<file path="config.mk">
export PLATFORM = sky130hd
export DESIGN_NAME = systolic_wavefront_scheduler
export DESIGN_NICKNAME = d
export VERILOG_FILES = /design/src/rtl/systolic_wavefront_scheduler.sv
export SDC_FILE = /design/constraint.sdc
export NUM_CORES = 1
export LEC_CHECK = 0
export ABC_AREA = 1
export CORE_ASPECT_RATIO = 2
export CORE_MARGIN = 4
export CORE_UTILIZATION = 53
export CTS_CLUSTER_DIAMETER = 200
export DETAILED_ROUTE_END_ITERATION = 12
export GPL_ROUTABILITY_DRIVEN = 0
export PLACE_DENSITY_LB_ADDON = 0.25
export SYNTH_ARGS = -nofsm -noshare
export SYNTH_HDL_FRONTEND = slang
export SYNTH_SLANG_ARGS = --single-unit
export TNS_END_PERCENT = 10
</file>
<file path="constraint.sdc">
create_clock -name clk -period 4.9 [get_ports clk]
set_input_delay 0.98 -clock clk [delete_from_list [all_inputs] [get_ports clk]]
set_output_delay 0.98 -clock clk [all_outputs]
set_load 0.01 [all_outputs]
</file>
<file path="src/rtl/systolic_wavefront_scheduler.sv">
// systolic_wavefront_scheduler
//
// Runs one N x N processing-element array through a single matrix-multiply
// pass of reduction length K. Each array row gets its own input_start pulses.
// Each row is skewed by one cycle against the row above, so the operands
// enter the array as a diagonal wavefront. The wavefront freezes while the
// array reports a stall. Result pulses from the far-corner PE are counted, and
// done is pulsed once k_eff results have arrived.
//
// Optional feature: define SCHED_PERF_CNT_EN to count ISSUE cycles that spend
// time stalled. Without it, perf_stall_cycles is tied to zero.
//
// Ports:
//   clk, rst           clock, synchronous active-high reset
//   start, cfg_k       begin a pass with reduction length cfg_k (clamped to K_MAX)
//   abort              level; terminate the current pass without done
//   array_stall        OR of all PE stall outputs
//   last_pe_ready      data_ready of PE (N-1,N-1)
//   row_start          per-row input_start
//   clr_psum           one-cycle pulse that zeroes the PE partial sums
//   issue_step         current wavefront step (0 outside ISSUE)
//   busy               high whenever the scheduler is not IDLE
//   done               one-cycle completion pulse
//   perf_stall_cycles  stalled ISSUE cycle count (zero unless SCHED_PERF_CNT_EN)
//
// Handshake: start has no ready signal. It is accepted only in a cycle where
// busy is low. A start seen while busy is high, including the DONE cycle, is
// dropped.
module systolic_wavefront_scheduler #(
  parameter int N     = 4,
  parameter int K_MAX = 16,
  parameter int KW    = $clog2(K_MAX + 1),
  parameter int SW    = $clog2(K_MAX + N)
) (
  input  logic          clk,
  input  logic          rst,
  input  logic          start,
  input  logic [KW-1:0] cfg_k,
  input  logic          abort,
  input  logic          array_stall,
  input  logic          last_pe_ready,
  output logic [N-1:0]  row_start,
  output logic          clr_psum,
  output logic [SW-1:0] issue_step,
  output logic          busy,
  output logic          done,
  output logic [31:0]   perf_stall_cycles
);

  typedef enum logic [2:0] {
    S_IDLE  = 3'd0,
    S_LOAD  = 3'd1,
    S_ISSUE = 3'd2,
    S_DRAIN = 3'd3,
    S_DONE  = 3'd4
  } state_t;

  state_t        state_q, state_d;
  logic [KW-1:0] k_eff_q, k_eff_d;
  logic [SW-1:0] step_q, step_d;
  logic [KW-1:0] res_cnt_q, res_cnt_d;

  logic [KW-1:0] k_clamped;
  logic [SW:0]   last_step;
  logic [SW:0]   step_ext;
  logic [SW:0]   k_ext;
  logic [N-1:0]  row_mask;
  logic          counting;

  assign k_clamped = (cfg_k > KW'(K_MAX)) ? KW'(K_MAX) : cfg_k;

  // Widen to SW+1 bits so that k_eff + r and k_eff + N - 2 cannot wrap.
  assign step_ext  = {1'b0, step_q};
  assign k_ext     = (SW+1)'(k_eff_q);
  assign last_step = k_ext + (SW+1)'(N) - (SW+1)'(2);

  // Row r is inside the wavefront while r <= s < k_eff + r.
  always_comb begin
    row_mask = '0;
    for (int r = 0; r < N; r++) begin
      row_mask[r] = (step_ext >= (SW+1)'(r)) && (step_ext < k_ext + (SW+1)'(r));
    end
  end

  assign counting = (state_q == S_LOAD) || (state_q == S_ISSUE) || (state_q == S_DRAIN);

  always_comb begin
    state_d    = state_q;
    k_eff_d    = k_eff_q;
    step_d     = step_q;
    res_cnt_d  = res_cnt_q;
    row_start  = '0;
    clr_psum   = 1'b0;
    issue_step = '0;
    busy       = (state_q != S_IDLE);
    done       = 1'b0;

    // The result count saturates at k_eff. Extra corner pulses are ignored.
    if (counting && last_pe_ready && (res_cnt_q != k_eff_q)) begin
      res_cnt_d = res_cnt_q + KW'(1);
    end

    case (state_q)
      S_IDLE: begin
        if (start) begin
          k_eff_d   = k_clamped;
          step_d    = '0;
          res_cnt_d = '0;
          state_d   = (k_clamped == '0) ? S_DONE : S_LOAD;
        end
      end
      S_LOAD: begin
        clr_psum = 1'b1;
        step_d   = '0;
        state_d  = S_ISSUE;
      end
      S_ISSUE: begin
        issue_step = step_q;
        if (!array_stall) begin
          row_start = row_mask;
          if (step_ext == last_step) begin
            state_d = S_DRAIN;
          end else begin
            step_d = step_q + SW'(1);
          end
        end
      end
      S_DRAIN: begin
        // Look at the count including this cycle's pulse. That way done
        // follows the final result by exactly one cycle.
        if (res_cnt_d == k_eff_q) begin
          state_d = S_DONE;
        end
      end
      S_DONE: begin
        done    = 1'b1;
        state_d = S_IDLE;
      end
      default: begin
        state_d = S_IDLE;
      end
    endcase

    // abort cuts the pulses in the same cycle and returns to IDLE.
    if (abort && (state_q != S_IDLE)) begin
      state_d   = S_IDLE;
      row_start = '0;
      clr_psum  = 1'b0;
      done      = 1'b0;
    end
  end

  always_ff @(posedge clk) begin
    if (rst) begin
      state_q   <= S_IDLE;
      k_eff_q   <= '0;
      step_q    <= '0;
      res_cnt_q <= '0;
    end else begin
      state_q   <= state_d;
      k_eff_q   <= k_eff_d;
      step_q    <= step_d;
      res_cnt_q <= res_cnt_d;
    end
  end

`ifdef SCHED_PERF_CNT_EN
  logic [31:0] perf_q, perf_d;

  // Cleared in LOAD. Counts stalled ISSUE cycles and saturates at all ones.
  // Between passes it keeps its last value.
  always_comb begin
    perf_d = perf_q;
    if (state_q == S_LOAD) begin
      perf_d = '0;
    end else if ((state_q == S_ISSUE) && array_stall && (perf_q != 32'hFFFF_FFFF)) begin
      perf_d = perf_q + 32'd1;
    end
  end

  always_ff @(posedge clk) begin
    if (rst) begin
      perf_q <= '0;
    end else begin
      perf_q <= perf_d;
    end
  end

  assign perf_stall_cycles = perf_q;
`else
  assign perf_stall_cycles = 32'd0;
`endif

endmodule

</file>
==> flow_metrics.env <==
export IMPL_ys_ff_latch=18
export IMPL_row_count=31
export IMPL_syn_to_final_growth_pct=9.05
export IMPL_grt_pass1_vias=1783
export IMPL_grt_max_degree=11
export IMPL_wirelength_um=4460
export IMPL_seq_area_frac_synth_pct=17.5
export IMPL_cts_resized=0
export IMPL_worst_setup_path_start_kind="flop"
export IMPL_synth_compound_area_share_pct=11.3
export IMPL_synthXorXnorAreaFrac_pct=3.40
export IMPL_coreArea_mm2=0.00368
export IMPL_finalMaxSlewViolations=0
export IMPL_synth_area_mm2=0.00206
export IMPL_synth_edf_count=0
export IMPL_cts_hold_buf=0
export IMPL_synthAdderAreaFrac_pct=15.8
export IMPL_critical_path_required_ns=3.92
export IMPL_fmax_mhz=263
export IMPL_hold_viol=0
export IMPL_setup_viol=0
export IMPL_synthArstFlopShare_pct=0
export IMPL_grt_use_total_pct=19.5
export IMPL_cts_tree="done"
export IMPL_synth_top_family_by_area="simple AND/OR/NAND/NOR gates"
export IMPL_crit_type="reg -> out"
export IMPL_clock_sinks=18
export IMPL_antenna_found_initial=0
export IMPL_critPathTopFamily="buffers and inverters"
export IMPL_clock_root_buffer="clkbuf_8"
export IMPL_power_leakage_nw=1.13
export IMPL_crit_path_max_incr_delay_ns=0.58
export IMPL_crit_path_top_delay_cell="clkdlybuf4s50_1"
export IMPL_clock_latency_ns=0.25
export IMPL_power_density_mw_per_mm2=329
export IMPL_total_power_mw=0.740
export IMPL_num_vias=1842
export IMPL_fill_cells=373
export IMPL_critPathArrivalTime_ns=2.82
export IMPL_ys_flop_type="dfxtp_1"
export IMPL_drtIter0Drc=28
export IMPL_synth_most_common_cell="nand2_1"
export IMPL_diodes=0
export IMPL_synth_top_cell_area_share_pct=17.5
export IMPL_detail_route_antenna_nets=0
export IMPL_synthSimpleGateAreaFrac_pct=31.1
export IMPL_endpoint_kind="output port"
export IMPL_avgRoutedWirePerCell_um=11.9
export IMPL_ir_worst_vdd_v=0.000320
export IMPL_grt_pass1_wl_um=7550
export IMPL_clockBufferDepth=2
export IMPL_design_area_mm2=0.00225
export IMPL_critical_path_max_fanout=7
export IMPL_synth_cell_types=37
export IMPL_min_path_type="reg -> reg"
export IMPL_grt_remaining_overflow=0
export IMPL_synth_mux_area_share_pct=0
export IMPL_synth_common_cells="53 x nand2_1, 37 x inv_1, 33 x buf_4"
export IMPL_clkTransAtPathRegs_ns=0.07
export IMPL_netlist_top_cells_area="dfxtp_1 17%, ha_1 16%, buf_4 12%, nand2_1 9.7%, inv_1 6.7%"
export IMPL_die_h_um=96.2
export IMPL_cts_buffers=3
export IMPL_status="finished clean"
export IMPL_ys_warn_count=0
export IMPL_hpwl_um=3820
export IMPL_boundaryPins=55
export IMPL_drc=0
export IMPL_synth_largest_area_cell="dfxtp_1"
export IMPL_ff2ff_setup_slack_ns=2.51
export IMPL_cap_violations=0
export IMPL_fin_skew_ns=0.00161
export IMPL_crit_chain="inv_2 -> ha_1 -> a21oi_1 -> xor2_1 -> ha_1 -> inv_1 -> o21bai_1 -> a21oi_1 -> nor2_1 -> a311oi_1 -> clkdlybuf4s50_1"
export IMPL_io_buffer_count=22
export IMPL_postPlaceCellArea_mm2=0.00221
export IMPL_start_util_pct=55.9
export IMPL_htree_levels=1
export IMPL_cp_num_buf_inv=3
export IMPL_die_area_mm2=0.00501
export IMPL_min_period_ns=3.80
export IMPL_drive_above_1_share_pct=10.4
export IMPL_die_x_um=52.1
export IMPL_syn_inst=304
export IMPL_finalCritPeriodShare_pct=77.5
export IMPL_fin_nets=365
export IMPL_synth_avg_cell_area_um2=6.78
export IMPL_setup_tns_ns=0
export IMPL_first_pass_iters=4
export IMPL_viasPerCell=4.91
export IMPL_cts_setup_buffers=0
export IMPL_rsz0062_at_grt="false"
[tightest hold or removal path, delay by kind of cell, from the launching register on]
kind             cells  cell delay, ns
AO/OA/AOI/OAI        1            0.05
flip-flops           1            0.34
AND/OR/NAND/NOR      1            0.07
[cells in the final DEF (no fill, tap or decap), types with 7 or more instances in the layout]
| cell type | count |
|---|---|
| inv_1 | 37 |
| nor3_1 | 11 |
| o21ai_0 | 10 |
| inv_2 | 8 |
| ha_1 | 26 |
| nand2_2 | 8 |
| conb_1 | 32 |
| nor2_1 | 24 |
| nand3_1 | 16 |
| xor2_1 | 7 |
| nand2_1 | 53 |
| dfxtp_1 | 18 |
| a21oi_1 | 14 |
| clkdlybuf4s50_1 | 22 |
[area by class of cell]
type | instances | area (um2) | area share [%]
inverter | 46 | 174 | 7.74
timing repair buffer | 22 | 220 | 9.80
clock buffer | 3 | 41.3 | 1.84
tap | 49 | 61.3 | 2.73
multi-input combinational | 237 | 1390 | 61.9
sequential | 18 | 360 | 16.0
[flip-flops by register name, summed over array words and instances (netlist names)]
register and flops:
step_q 5, state_q 3, res_cnt_q 5, k_eff_q 5
[power breakdown]
group	total, mW	leakage [nW]	switching [mW]	internal (mW)
logic	0.436	0.959	0.276	0.160
clock network	0.102	0.0216	0.0473	0.0545
registers	0.202	0.146	0.0346	0.168
total	0.740	1.13	0.358	0.383
[stage by stage]
step	util (%)	std cells	hold WS (ns)	setup WS, ns
3_5_place_dp	59.9	372	0.498	1.33
3_3_place_gp	59.9	372	0.491	1.33
6_report	61.0	375	0.507	1.10
4_1_cts	61.0	375	0.508	1.10
5_1_grt	61.0	375	0.545	0.978
2_1_floorplan	-	335	0.471	2.03
[final timing paths]
check,startpoint,cells after the start,to
hold / removal,res_cnt_q[2],2,res_cnt_q[2]
setup reg to reg,k_eff_q[2],15,step_q[4]
hold reg to reg,res_cnt_q[2],2,res_cnt_q[2]
setup / recovery,k_eff_q[1],11,row_start[3]
[cells by family (layout without fill, tap and decap cells)]
group / count (synthesis) / in the layout
AND/OR/NAND/NOR: 133 / 133
buffers and inverters: 80 / 71
AO/OA/AOI/OAI: 38 / 38
adder cells (fa/ha/maj): 26 / 26
flip-flops: 18 / 18
XOR/XNOR: 8 / 8
other: 1 / 32
[routing by layer]
metal  track usage (%)  share of wire (%)
met5                 0                  0
met4              9.41                2.9
met3              2.02                4.0
met2              37.9                 57
met1              19.5                 36
No activity file was read; power rests on OpenSTA's default activity.
